$ cat config.mk
export PLATFORM = sky130hd
export DESIGN_NAME = frame_stream_ctrl_flat
export DESIGN_NICKNAME = d
export VERILOG_FILES = /design/src/rtl/frame_stream_ctrl_if.sv /design/src/rtl/frame_stream_ctrl.sv /design/src/flat_wrapper.sv
export SDC_FILE = /design/constraint.sdc
export NUM_CORES = 1
export LEC_CHECK = 0
export ABC_CLOCK_PERIOD_IN_PS = 5130
export CAP_MARGIN = 20
export CORE_MARGIN = 2
export CORE_UTILIZATION = 45
export CTS_CLUSTER_SIZE = 24
export DETAILED_ROUTE_END_ITERATION = 16
export HOLD_SLACK_MARGIN = 0.03
export PLACE_DENSITY = 0.7
export SKIP_LAST_GASP = 1
export SYNTH_ARGS = -nofsm -noshare
export SYNTH_HDL_FRONTEND = slang
export SYNTH_SLANG_ARGS = --single-unit
$ cat constraint.sdc
create_clock -name i_clk -period 5.13 [get_ports i_clk]
set_clock_uncertainty 0.1 [all_clocks]
set_input_delay 1.026 -clock i_clk [delete_from_list [all_inputs] [get_ports i_clk]]
set_output_delay 1.026 -clock i_clk [all_outputs]
set_load 0.02 [all_outputs]
$ cat src/rtl/frame_stream_ctrl_if.sv
// rtl/frame_stream_ctrl_if.sv - byte-in / pixel-out stream bundle for frame_stream_ctrl
// Purpose: groups the raw BMP byte handshake and the assembled pixel outputs.
// Signals:
//   i_byte, i_byte_valid, o_byte_ready          byte stream from the source
//   o_color_b/g/r, o_pix_valid                  assembled pixel to the datapath
//   o_start_frame_flag, o_end_frame_flag        frame boundary flags
//   o_x, o_y                                    pixel coordinates
// Modports: master = byte source / pixel sink, slave = frame_stream_ctrl.
interface frame_stream_ctrl_if #(
  parameter int W_BITS = 12,
  parameter int H_BITS = 12
);
  logic [7:0]        i_byte;
  logic              i_byte_valid;
  logic              o_byte_ready;
  logic [7:0]        o_color_b;
  logic [7:0]        o_color_g;
  logic [7:0]        o_color_r;
  logic              o_pix_valid;
  logic              o_start_frame_flag;
  logic              o_end_frame_flag;
  logic [W_BITS-1:0] o_x;
  logic [H_BITS-1:0] o_y;

  modport master (
    output i_byte, i_byte_valid,
    input  o_byte_ready, o_color_b, o_color_g, o_color_r, o_pix_valid,
    input  o_start_frame_flag, o_end_frame_flag, o_x, o_y
  );

  modport slave (
    input  i_byte, i_byte_valid,
    output o_byte_ready, o_color_b, o_color_g, o_color_r, o_pix_valid,
    output o_start_frame_flag, o_end_frame_flag, o_x, o_y
  );
endinterface

$ cat src/rtl/frame_stream_ctrl.sv
// rtl/frame_stream_ctrl.sv - BMP pixel-array byte sequencer into the frame datapath
// Purpose: assembles B,G,R bytes into pixels, strips 4-byte row padding, tracks x/y,
//          and generates start/end-of-frame flags and frame completion.
// Ports:
//   i_clk, i_rst          clock, synchronous active-high reset
//   i_frame_go            one-cycle start pulse; latches i_width/i_height
//   i_width, i_height     frame size in pixels / rows
//   o_busy                frame in progress
//   o_frame_done          one-cycle pulse after the frame is fully consumed
//   o_err                 one-cycle pulse on a start with zero width or height
//   fs                    byte stream in / pixel stream out (slave modport)
module frame_stream_ctrl #(
  parameter int W_BITS = 12,
  parameter int H_BITS = 12
) (
  input  logic                i_clk,
  input  logic                i_rst,
  input  logic                i_frame_go,
  input  logic [W_BITS-1:0]   i_width,
  input  logic [H_BITS-1:0]   i_height,
  output logic                o_busy,
  output logic                o_frame_done,
  output logic                o_err,
  frame_stream_ctrl_if.slave  fs
);

  typedef enum logic [1:0] {IDLE, PIX, PAD, DONE} state_t;

  state_t            state_q, state_d;
  logic [W_BITS-1:0] width_q, width_d;
  logic [H_BITS-1:0] height_q, height_d;
  logic [1:0]        phase_q, phase_d;
  logic [1:0]        pad_cnt_q, pad_cnt_d;
  logic [W_BITS-1:0] x_cnt_q, x_cnt_d;
  logic [H_BITS-1:0] y_cnt_q, y_cnt_d;
  logic [7:0]        b_hold_q, b_hold_d;
  logic [7:0]        g_hold_q, g_hold_d;
  logic [7:0]        color_b_q, color_b_d;
  logic [7:0]        color_g_q, color_g_d;
  logic [7:0]        color_r_q, color_r_d;
  logic              pix_valid_q, pix_valid_d;
  logic              start_q, start_d;
  logic              end_q, end_d;
  logic [W_BITS-1:0] x_q, x_d;
  logic [H_BITS-1:0] y_q, y_d;
  logic              done_q, done_d;
  logic              err_q, err_d;

  logic              byte_ready;
  logic              accept;
  logic [1:0]        pad;
  logic              last_col;
  logic              last_row;

  assign byte_ready = (state_q == PIX) || (state_q == PAD);
  assign accept     = fs.i_byte_valid && byte_ready;
  // 3*w mod 4 padding works out to exactly the low two bits of w.
  assign pad        = width_q[1:0];
  assign last_col   = (x_cnt_q == width_q - W_BITS'(1));
  assign last_row   = (y_cnt_q == height_q - H_BITS'(1));

  always_comb begin
    state_d     = state_q;
    width_d     = width_q;
    height_d    = height_q;
    phase_d     = phase_q;
    pad_cnt_d   = pad_cnt_q;
    x_cnt_d     = x_cnt_q;
    y_cnt_d     = y_cnt_q;
    b_hold_d    = b_hold_q;
    g_hold_d    = g_hold_q;
    color_b_d   = color_b_q;
    color_g_d   = color_g_q;
    color_r_d   = color_r_q;
    x_d         = x_q;
    y_d         = y_q;
    pix_valid_d = 1'b0;
    start_d     = 1'b0;
    end_d       = 1'b0;
    done_d      = 1'b0;
    err_d       = 1'b0;

    case (state_q)
      IDLE: begin
        if (i_frame_go) begin
          if ((i_width == '0) || (i_height == '0)) begin
            err_d = 1'b1;
          end else begin
            width_d   = i_width;
            height_d  = i_height;
            phase_d   = 2'd0;
            pad_cnt_d = 2'd0;
            x_cnt_d   = '0;
            y_cnt_d   = '0;
            state_d   = PIX;
          end
        end
      end

      PIX: begin
        if (accept) begin
          case (phase_q)
            2'd0: begin
              b_hold_d = fs.i_byte;
              phase_d  = 2'd1;
            end
            2'd1: begin
              g_hold_d = fs.i_byte;
              phase_d  = 2'd2;
            end
            default: begin
              phase_d     = 2'd0;
              color_b_d   = b_hold_q;
              color_g_d   = g_hold_q;
              color_r_d   = fs.i_byte;
              x_d         = x_cnt_q;
              y_d         = y_cnt_q;
              pix_valid_d = 1'b1;
              start_d     = (x_cnt_q == '0) && (y_cnt_q == '0);
              end_d       = last_col && last_row;
              if (last_col) begin
                x_cnt_d = '0;
                // y runs one past the last row so PAD can tell the frame is over.
                y_cnt_d = y_cnt_q + H_BITS'(1);
                if (pad != 2'd0) begin
                  state_d = PAD;
                end else if (last_row) begin
                  state_d = DONE;
                end
              end else begin
                x_cnt_d = x_cnt_q + W_BITS'(1);
              end
            end
          endcase
        end
      end

      PAD: begin
        if (accept) begin
          if (pad_cnt_q == pad - 2'd1) begin
            pad_cnt_d = 2'd0;
            state_d   = (y_cnt_q == height_q) ? DONE : PIX;
          end else begin
            pad_cnt_d = pad_cnt_q + 2'd1;
          end
        end
      end

      DONE: begin
        done_d  = 1'b1;
        state_d = IDLE;
      end

      default: state_d = IDLE;
    endcase
  end

  always_ff @(posedge i_clk) begin
    if (i_rst) begin
      state_q     <= IDLE;
      width_q     <= '0;
      height_q    <= '0;
      phase_q     <= 2'd0;
      pad_cnt_q   <= 2'd0;
      x_cnt_q     <= '0;
      y_cnt_q     <= '0;
      b_hold_q    <= 8'd0;
      g_hold_q    <= 8'd0;
      color_b_q   <= 8'd0;
      color_g_q   <= 8'd0;
      color_r_q   <= 8'd0;
      pix_valid_q <= 1'b0;
      start_q     <= 1'b0;
      end_q       <= 1'b0;
      x_q         <= '0;
      y_q         <= '0;
      done_q      <= 1'b0;
      err_q       <= 1'b0;
    end else begin
      state_q     <= state_d;
      width_q     <= width_d;
      height_q    <= height_d;
      phase_q     <= phase_d;
      pad_cnt_q   <= pad_cnt_d;
      x_cnt_q     <= x_cnt_d;
      y_cnt_q     <= y_cnt_d;
      b_hold_q    <= b_hold_d;
      g_hold_q    <= g_hold_d;
      color_b_q   <= color_b_d;
      color_g_q   <= color_g_d;
      color_r_q   <= color_r_d;
      pix_valid_q <= pix_valid_d;
      start_q     <= start_d;
      end_q       <= end_d;
      x_q         <= x_d;
      y_q         <= y_d;
      done_q      <= done_d;
      err_q       <= err_d;
    end
  end

  assign fs.o_byte_ready       = byte_ready;
  assign fs.o_color_b          = color_b_q;
  assign fs.o_color_g          = color_g_q;
  assign fs.o_color_r          = color_r_q;
  assign fs.o_pix_valid        = pix_valid_q;
  assign fs.o_start_frame_flag = start_q;
  assign fs.o_end_frame_flag   = end_q;
  assign fs.o_x                = x_q;
  assign fs.o_y                = y_q;
  assign o_busy                = (state_q != IDLE);
  assign o_frame_done          = done_q;
  assign o_err                 = err_q;

endmodule
$ cat src/flat_wrapper.sv
// flat-port wrapper written by rule: the top's interface ports become plain ports
module frame_stream_ctrl_flat 
#(
  parameter int W_BITS = 12,
  parameter int H_BITS = 12
)
  (i_clk, i_rst, i_frame_go, i_width, i_height, o_busy, o_frame_done, o_err, fs_i_byte, fs_i_byte_valid, fs_o_byte_ready, fs_o_color_b, fs_o_color_g, fs_o_color_r, fs_o_pix_valid, fs_o_start_frame_flag, fs_o_end_frame_flag, fs_o_x, fs_o_y);
  frame_stream_ctrl_if #(.W_BITS(W_BITS), .H_BITS(H_BITS)) fs_i ();
  input  logic i_clk;
  input  logic i_rst;
  input  logic i_frame_go;
  input  logic [W_BITS-1:0] i_width;
  input  logic [H_BITS-1:0] i_height;
  output logic o_busy;
  output logic o_frame_done;
  output logic o_err;
  input wire logic [$bits(fs_i.i_byte)-1:0] fs_i_byte;
  input wire logic [$bits(fs_i.i_byte_valid)-1:0] fs_i_byte_valid;
  output wire logic [$bits(fs_i.o_byte_ready)-1:0] fs_o_byte_ready;
  output wire logic [$bits(fs_i.o_color_b)-1:0] fs_o_color_b;
  output wire logic [$bits(fs_i.o_color_g)-1:0] fs_o_color_g;
  output wire logic [$bits(fs_i.o_color_r)-1:0] fs_o_color_r;
  output wire logic [$bits(fs_i.o_pix_valid)-1:0] fs_o_pix_valid;
  output wire logic [$bits(fs_i.o_start_frame_flag)-1:0] fs_o_start_frame_flag;
  output wire logic [$bits(fs_i.o_end_frame_flag)-1:0] fs_o_end_frame_flag;
  output wire logic [$bits(fs_i.o_x)-1:0] fs_o_x;
  output wire logic [$bits(fs_i.o_y)-1:0] fs_o_y;
  assign fs_i.i_byte = fs_i_byte;
  assign fs_i.i_byte_valid = fs_i_byte_valid;
  assign fs_o_byte_ready = fs_i.o_byte_ready;
  assign fs_o_color_b = fs_i.o_color_b;
  assign fs_o_color_g = fs_i.o_color_g;
  assign fs_o_color_r = fs_i.o_color_r;
  assign fs_o_pix_valid = fs_i.o_pix_valid;
  assign fs_o_start_frame_flag = fs_i.o_start_frame_flag;
  assign fs_o_end_frame_flag = fs_i.o_end_frame_flag;
  assign fs_o_x = fs_i.o_x;
  assign fs_o_y = fs_i.o_y;
  frame_stream_ctrl #(.W_BITS(W_BITS), .H_BITS(H_BITS)) u_core (.i_clk(i_clk), .i_rst(i_rst), .i_frame_go(i_frame_go), .i_width(i_width), .i_height(i_height), .o_busy(o_busy), .o_frame_done(o_frame_done), .o_err(o_err), .fs(fs_i));
endmodule
==> flow_summary.toml, run 1 <==
[grt]
grt_pass1_wl_um = 24800
grt_max_degree = 67
antenna_found_initial = 0
grt_use_total_pct = 22.0
grt_pass1_vias = 5036
grt_overflow = 0

[critical_path]
reg2reg_slack_ns = 1.51
rr_endpoint = "u_core.x_cnt_q[2]$_SDFFE_PP0P_"
reg2reg_depth = 9
start_kind = "flip-flop"
end_kind = "flip-flop"
crit_required_ns = 5.30
critPathKind = "flip-flop to flip-flop"
crit_fanout = 19
cpMaxStageDelayCell = "o41a_1"
worstPathCellList = "inv_1 -> ha_1 -> or4b_4 -> nor4_1 -> a211oi_1 -> o2bb2ai_1 -> o41a_1 -> nor2_1 -> nor3_1"
critPathArrivalTime_ns = 3.79
reg2reg_from = "u_core.width_q[0]$_SDFFE_PP0P_"
max_stage_delay_ns = 0.72

[logic_synthesis]
synth_edf_count = 0
ys_warn_count = 0
syn_nets = 752
ys_async_sr_fraction_pct = 0
synth_top_flop_cell = "dfxtp_1"
yosysSeqAreaShare_pct = 42.1
synth-seq-cells = 123
ys_types = 59
synth_area_leaders = "dfxtp_1 42%, mux2i_1 8.4%, nand2_1 7.3%, a21oi_1 5.1%, nor2_1 4.7%"
syn_avg_cell_area_sq_um = 8.28
synth_area_sq_um = 5840
yosys.area.top_type = "dfxtp_1"
syn_inst = 706
synth_top_area_share_pct = 42.1

[floorplanning]
dieWidth_um = 118
die_h_um = 118
initial_core_util_pct = 46.1
dieArea_sq_um = 13900
rows = 41
ios = 91
core_sq_um = 12700

[place]
routabilityCongestion = 0.819
port_buffers = 90
placed_cells = 922
hpwl_um = 10600

[timing]
fin_setup_tns_ns = 0
hold_violations = 0
period_needed_ns = 3.62
rsz0062_at_grt = "false"
tightestPinTransition_ns = 0.929
clock.fmax_mhz = 276
whs_ns = 0.353
slew_headroom_pct = 38.0
maxSlewViolCount = 0
post-route-period-util_pct = 70.6
setup-violations-final = 0

[clock_network]
cts-root-buf = "clkbuf_16"
clk_path_buf_depth = 2
numCtsBuffers = 17
clk_latency_ns = 0.42
cts_tree = "built"
cts-resized-gates = 0
ctsHoldBuffers = 0
path_clk_slew_ns = 0.06
cts-htree-levels = 4
clock_sinks = 123
post_cts_buffers = 0

[hold_path]
min_path_cells = 2
min_to = "u_core.fs.o_color_r[1]$_SDFFE_PP0P_"
holdCritStartpoint = "u_core.fs.o_color_r[1]$_SDFFE_PP0P_"
hp-class = "flip-flop to flip-flop"

[route]
dr_total_vias = 5243
firstDrtPassIters = 4
drc = 0
drtIter0Drc = 361
antenna_left = 0
routed_wl_um = 14900
wl_per_cell_um = 15.7
vias_per_cell = 5.50

[finish]
regArea_sq_um = 2460
n_antenna_cell = 0
fin_nets = 815
area_growth_syn_to_layout_pct = 26.1
final_common_cell = "dfxtp_1"
multi_input_area_sq_um = 3110
layout-drive-gt1-share_pct = 6.65
instances_no_fill = 954
most-common-layout-cells = "123 x dfxtp_1, 114 x nand2_1, 89 x clkdlybuf4s50_1"
num-fill-cells = 1166

[power]
p_comb_share_pct = 26.8
clkPwrFrac_pct = 37.4
intPower_mw = 2.04
powerDensity_nw_per_um2 = 416
power_frac_seq_pct = 35.8
p_leak_nw = 2.72
swShare_pct = 33.3
switching_power_mw = 1.02
peakVddDrop_v = 0.000185

[status]
outcome = "finished, final reports clean"

[job]
max-cap-violations = 0
-- layer usage --
layer / share of wire (%) / global-route usage, % / vias up / routed length, um
met4: 2.3 / 9.56 / 0 / 337
met3: 4.2 / 4.36 / 27 / 627
met2: 50 / 37.6 / 137 / 7520
met5: 0 / 0 / - / 0
met1: 43 / 26.9 / 2495 / 6450
li1: - / - / 2584 / -
-- synthesized netlist by cell type, types with 6 or more instances --
library cell	count
nor2_1	73
nand4_1	10
mux2i_1	49
ha_1	10
nand2_1	114
o21ai_0	9
inv_1	20
nor3_1	30
xnor2_1	31
nor4_1	16
nand3_1	14
or3_1	7
a21oi_1	59
dfxtp_1	123
or4_1	9
clkbuf_1	43
xor2_1	13
o31ai_1	6
-- power groups by stage --
stage	Sequential (mW)	Clock [mW]	Combinational, mW
2_1_floorplan	1.08	0	0.643
3_3_place_gp	1.11	0	0.790
3_5_place_dp	1.11	0	0.809
4_1_cts	1.09	1.17	0.816
5_1_grt	1.11	1.21	0.905
6_report	1.10	1.15	0.822
-- registers in the layout, summed over array words and instances (netlist names), 8 cells and up --
register / cells
u_core.b_hold_q: 8
u_core.fs.o_color_b: 8
u_core.fs.o_color_g: 8
u_core.fs.o_color_r: 8
u_core.fs.o_x: 12
u_core.fs.o_y: 12
u_core.g_hold_q: 8
u_core.height_q: 12
u_core.width_q: 12
u_core.x_cnt_q: 12
u_core.y_cnt_q: 12
-- worst max-delay path by stage --
stage	start	to	slack (ns)	depth (start not counted)
floorplan	u_core.width_q[0]$_SDFFE_PP0P_	u_core.y_cnt_q[9]$_SDFFE_PP0P_	2.04	11
global placement	i_width[4]	u_core.y_cnt_q[9]$_SDFFE_PP0P_	1.39	8
detailed placement	i_width[4]	u_core.y_cnt_q[9]$_SDFFE_PP0P_	1.27	8
CTS	u_core.width_q[0]$_SDFFE_PP0P_	u_core.x_cnt_q[2]$_SDFFE_PP0P_	1.52	9
global route	u_core.width_q[0]$_SDFFE_PP0P_	u_core.x_cnt_q[0]$_SDFFE_PP0P_	1.25	9
finish	u_core.width_q[0]$_SDFFE_PP0P_	u_core.x_cnt_q[2]$_SDFFE_PP0P_	1.51	9
-- layout make-up --
type,instances,area share [%]
clock buffers,18,5.96
clock inverters,14,1.88
inverters,20,1.02
multi-input cells,513,42.2
flip-flops and latches,123,33.4
well taps,172,2.92
repair buffers,94,12.6
-- cell families (layout without fill, tap and decap cells) --
| family | after synthesis | after routing | share of synthesized area, % |
|---|---|---|---|
| mux | 50 | 50 | 8.58 |
| compound gates | 103 | 103 | 10.9 |
| xor+xnor | 44 | 44 | 6.59 |
| flops | 123 | 123 | 42.1 |
| buf+inv | 70 | 146 | 4.71 |
| simple gates | 306 | 306 | 24.9 |
| fa+ha+maj | 10 | 10 | 2.14 |
-- metrics by stage --
stage	utilization [%]	total power [mW]	cell area [sq um]	setup WS, ns
floorplan	-	1.72	5840	2.04
global placement	53.6	1.90	6790	1.39
detailed placement	53.6	1.92	6790	1.27
CTS	58.2	3.08	7370	1.52
global route	58.2	3.22	7370	1.25
finish	58.2	3.06	7370	1.51
-- worst max-delay path: cells and delay by family (launching register included) --
family	cells	cell delay [ns]
adders and majority gates	1	0.27
DFF	1	0.38
and+or+nand+nor	4	1.67
AOI/OAI and AO/OA	3	0.96
buffers and inverters	1	0.09
Note: power is estimated with default switching activity, not from simulation.
==> run 2: changes to the inputs <==
--- a/config.mk
+++ b/config.mk
@@ -5,14 +5,14 @@
 export SDC_FILE = /design/constraint.sdc
 export NUM_CORES = 1
 export LEC_CHECK = 0
-export ABC_CLOCK_PERIOD_IN_PS = 5130
+export ABC_CLOCK_PERIOD_IN_PS = 3100
 export CAP_MARGIN = 20
 export CORE_MARGIN = 2
 export CORE_UTILIZATION = 45
 export CTS_CLUSTER_SIZE = 24
 export DETAILED_ROUTE_END_ITERATION = 16
 export HOLD_SLACK_MARGIN = 0.03
-export PLACE_DENSITY = 0.7
+export PLACE_DENSITY = 0.72
 export SKIP_LAST_GASP = 1
 export SYNTH_ARGS = -nofsm -noshare
 export SYNTH_HDL_FRONTEND = slang
==> constraint.sdc (replaced) <==
create_clock -name i_clk -period 3.1 [get_ports i_clk]
set_clock_uncertainty 0.1 [all_clocks]
set_input_delay 0.62 -clock i_clk [delete_from_list [all_inputs] [get_ports i_clk]]
set_output_delay 0.62 -clock i_clk [all_outputs]
set_load 0.02 [all_outputs]
==> flow_summary.toml, run 2 (same netlist as run 1, synthesis figures left out) <==
[finish]
instances_no_fill = 977
final_common_cell = "dfxtp_1"
most-common-layout-cells = "123 x dfxtp_1, 114 x nand2_1, 89 x clkdlybuf4s50_1"
layout-drive-gt1-share_pct = 10.6
final_util_pct = 60.6
area_growth_syn_to_layout_pct = 31.4
n_antenna_cell = 0
fin_nets = 838

[timing]
clock.fmax_mhz = 326
period_needed_ns = 3.07
post-route-period-util_pct = 98.9
whs_ns = 0.351
slew_headroom_pct = 42.3
setup-violations-final = 0
rsz0062_at_grt = "true"
fin_setup_tns_ns = 0
maxSlewViolCount = 0
tightestPinTransition_ns = 0.865
hold_violations = 0
layout_setup_ws_ns = 0.0327

[place]
port_buffers = 90
place_ws_ns = -0.103
placed_cells = 943
routabilityCongestion = 0.866
hpwl_um = 10900

[power]
powerDensity_nw_per_um2 = 701
p_leak_nw = 2.88
peakVddDrop_v = 0.000389

[clock_network]
numCtsBuffers = 17
clock_sinks = 123
path_clk_slew_ns = 0.05
clk_path_buf_depth = 2
cts-htree-levels = 4
ctsHoldBuffers = 0
cts_tree = "built"
cts-root-buf = "clkbuf_16"
clk_latency_ns = 0.42

[critical_path]
rr_endpoint = "u_core.fs.o_end_frame_flag$_SDFF_PP0_"
worstPathCellList = "inv_1 -> ha_1 -> or4b_2 -> or4_1 -> o311a_1 -> o31ai_1 -> nand4_1 -> a2111oi_1 -> buf_4"
crit_required_ns = 3.37
reg2reg_depth = 9
crit_fanout = 4
reg2reg_from = "u_core.height_q[0]$_SDFFE_PP0P_"
start_kind = "flip-flop"
crit_buf_inv = 2
max_stage_delay_ns = 0.67
reg2reg_slack_ns = 0.03
cpMaxStageDelayCell = "or4b_2"
critPathArrivalTime_ns = 3.33
cp_top_family = "simple AND/OR/NAND/NOR gates"
end_kind = "flip-flop"
critPathKind = "flip-flop to flip-flop"

[hold_path]
hp-class = "flip-flop to flip-flop"
min_to = "u_core.fs.o_y[10]$_SDFFE_PP0P_"
holdCritStartpoint = "u_core.fs.o_y[10]$_SDFFE_PP0P_"
min_path_cells = 2

[grt]
antenna_found_initial = 0
grt_overflow = 0
grt_pass1_vias = 5205
grt_max_degree = 82
grt_pass1_wl_um = 25900
grt_use_total_pct = 23.1

[route]
drc = 0
routed_wl_um = 15900
dr_total_vias = 5379
vias_per_cell = 5.51
antenna_left = 0
firstDrtPassIters = 7
wl_per_cell_um = 16.3
drtIter0Drc = 488

[floorplanning]
die_h_um = 118
dieArea_sq_um = 13900
core_sq_um = 12700
initial_core_util_pct = 46.1
rows = 41
ios = 91
dieWidth_um = 118

[job]
max-cap-violations = 0

[status]
outcome = "finished, final reports clean"
[run 2: cell types whose count changed in the layout (fill, tap and decap cells not counted), moves of 3 or more]
cell	delta
inv_6	-3
clkinv_4	-3
nor3_1	-3
buf_4	+22
clkinv_2	+3
[run 2: how the worst max path moves through the flow]
| stage | depth (start not counted) | slack (ns) | from | endpoint |
|---|---|---|---|---|
| 6_report | 9 | 0.03 | u_core.height_q[0]$_SDFFE_PP0P_ | u_core.fs.o_end_frame_flag$_SDFF_PP0_ |
| 5_1_grt | 9 | -0.08 | u_core.height_q[0]$_SDFFE_PP0P_ | u_core.fs.o_end_frame_flag$_SDFF_PP0_ |
| 4_1_cts | 10 | -0.06 | u_core.width_q[0]$_SDFFE_PP0P_ | u_core.y_cnt_q[5]$_SDFFE_PP0P_ |
| 3_5_place_dp | 9 | -0.10 | u_core.width_q[0]$_SDFFE_PP0P_ | u_core.x_cnt_q[4]$_SDFFE_PP0P_ |
| 3_3_place_gp | 9 | -0.02 | u_core.width_q[0]$_SDFFE_PP0P_ | u_core.x_cnt_q[6]$_SDFFE_PP0P_ |
| 2_1_floorplan | 11 | 0.007 | u_core.width_q[0]$_SDFFE_PP0P_ | u_core.y_cnt_q[9]$_SDFFE_PP0P_ |
[run 2: final cells by class]
cell class | instances | area (sq um)
multi-input cells | 514 | 3230
repair buffers | 116 | 1090
inverters | 20 | 75.1
clock buffers | 21 | 460
clock inverters | 11 | 143
fillers | 1138 | 4990
flip-flops and latches | 123 | 2460
well taps | 172 | 215
[run 2: worst reg2reg max path: cells and delay by family, from the launching register on]
family	cells	cell delay, ns
simple gates	3	1.42
compound gates	3	0.73
flops	1	0.31
buf+inv	2	0.24
fa+ha+maj	1	0.21
[run 2: repair_timing]
item                                    4_1_cts  5_1_grt
resized for setup                             1       20
cloned                                        0        1
endpoints found under the setup margin       14       26
hold endpoints to repair                      0        0
buffers inserted                              0        1
pin swaps                                     0        6
[run 2: per-layer routing]
layer	GRT usage (%)	up-vias	share of wire [%]	wire (um)
met5	0	-	0	0
met1	28.5	2572	44	7010
met3	5.67	25	4.4	704
met2	38.8	151	49	7850
met4	8.66	0	2.0	325
li1	-	2631	-	-
[run 2: where the power goes]
| group | internal, mW | switching, mW |
|---|---|---|
| Clock | 1.30 | 0.707 |
| Sequential | 1.67 | 0.123 |
| Combinational | 0.671 | 0.910 |
[run 2: metrics by stage]
step	area [sq um]	power, mW
CTS	7560	5.29
finish	7680	5.39
global placement	6950	3.22
detailed placement	6950	3.26
global route	7680	5.67
floorplan	5840	2.85
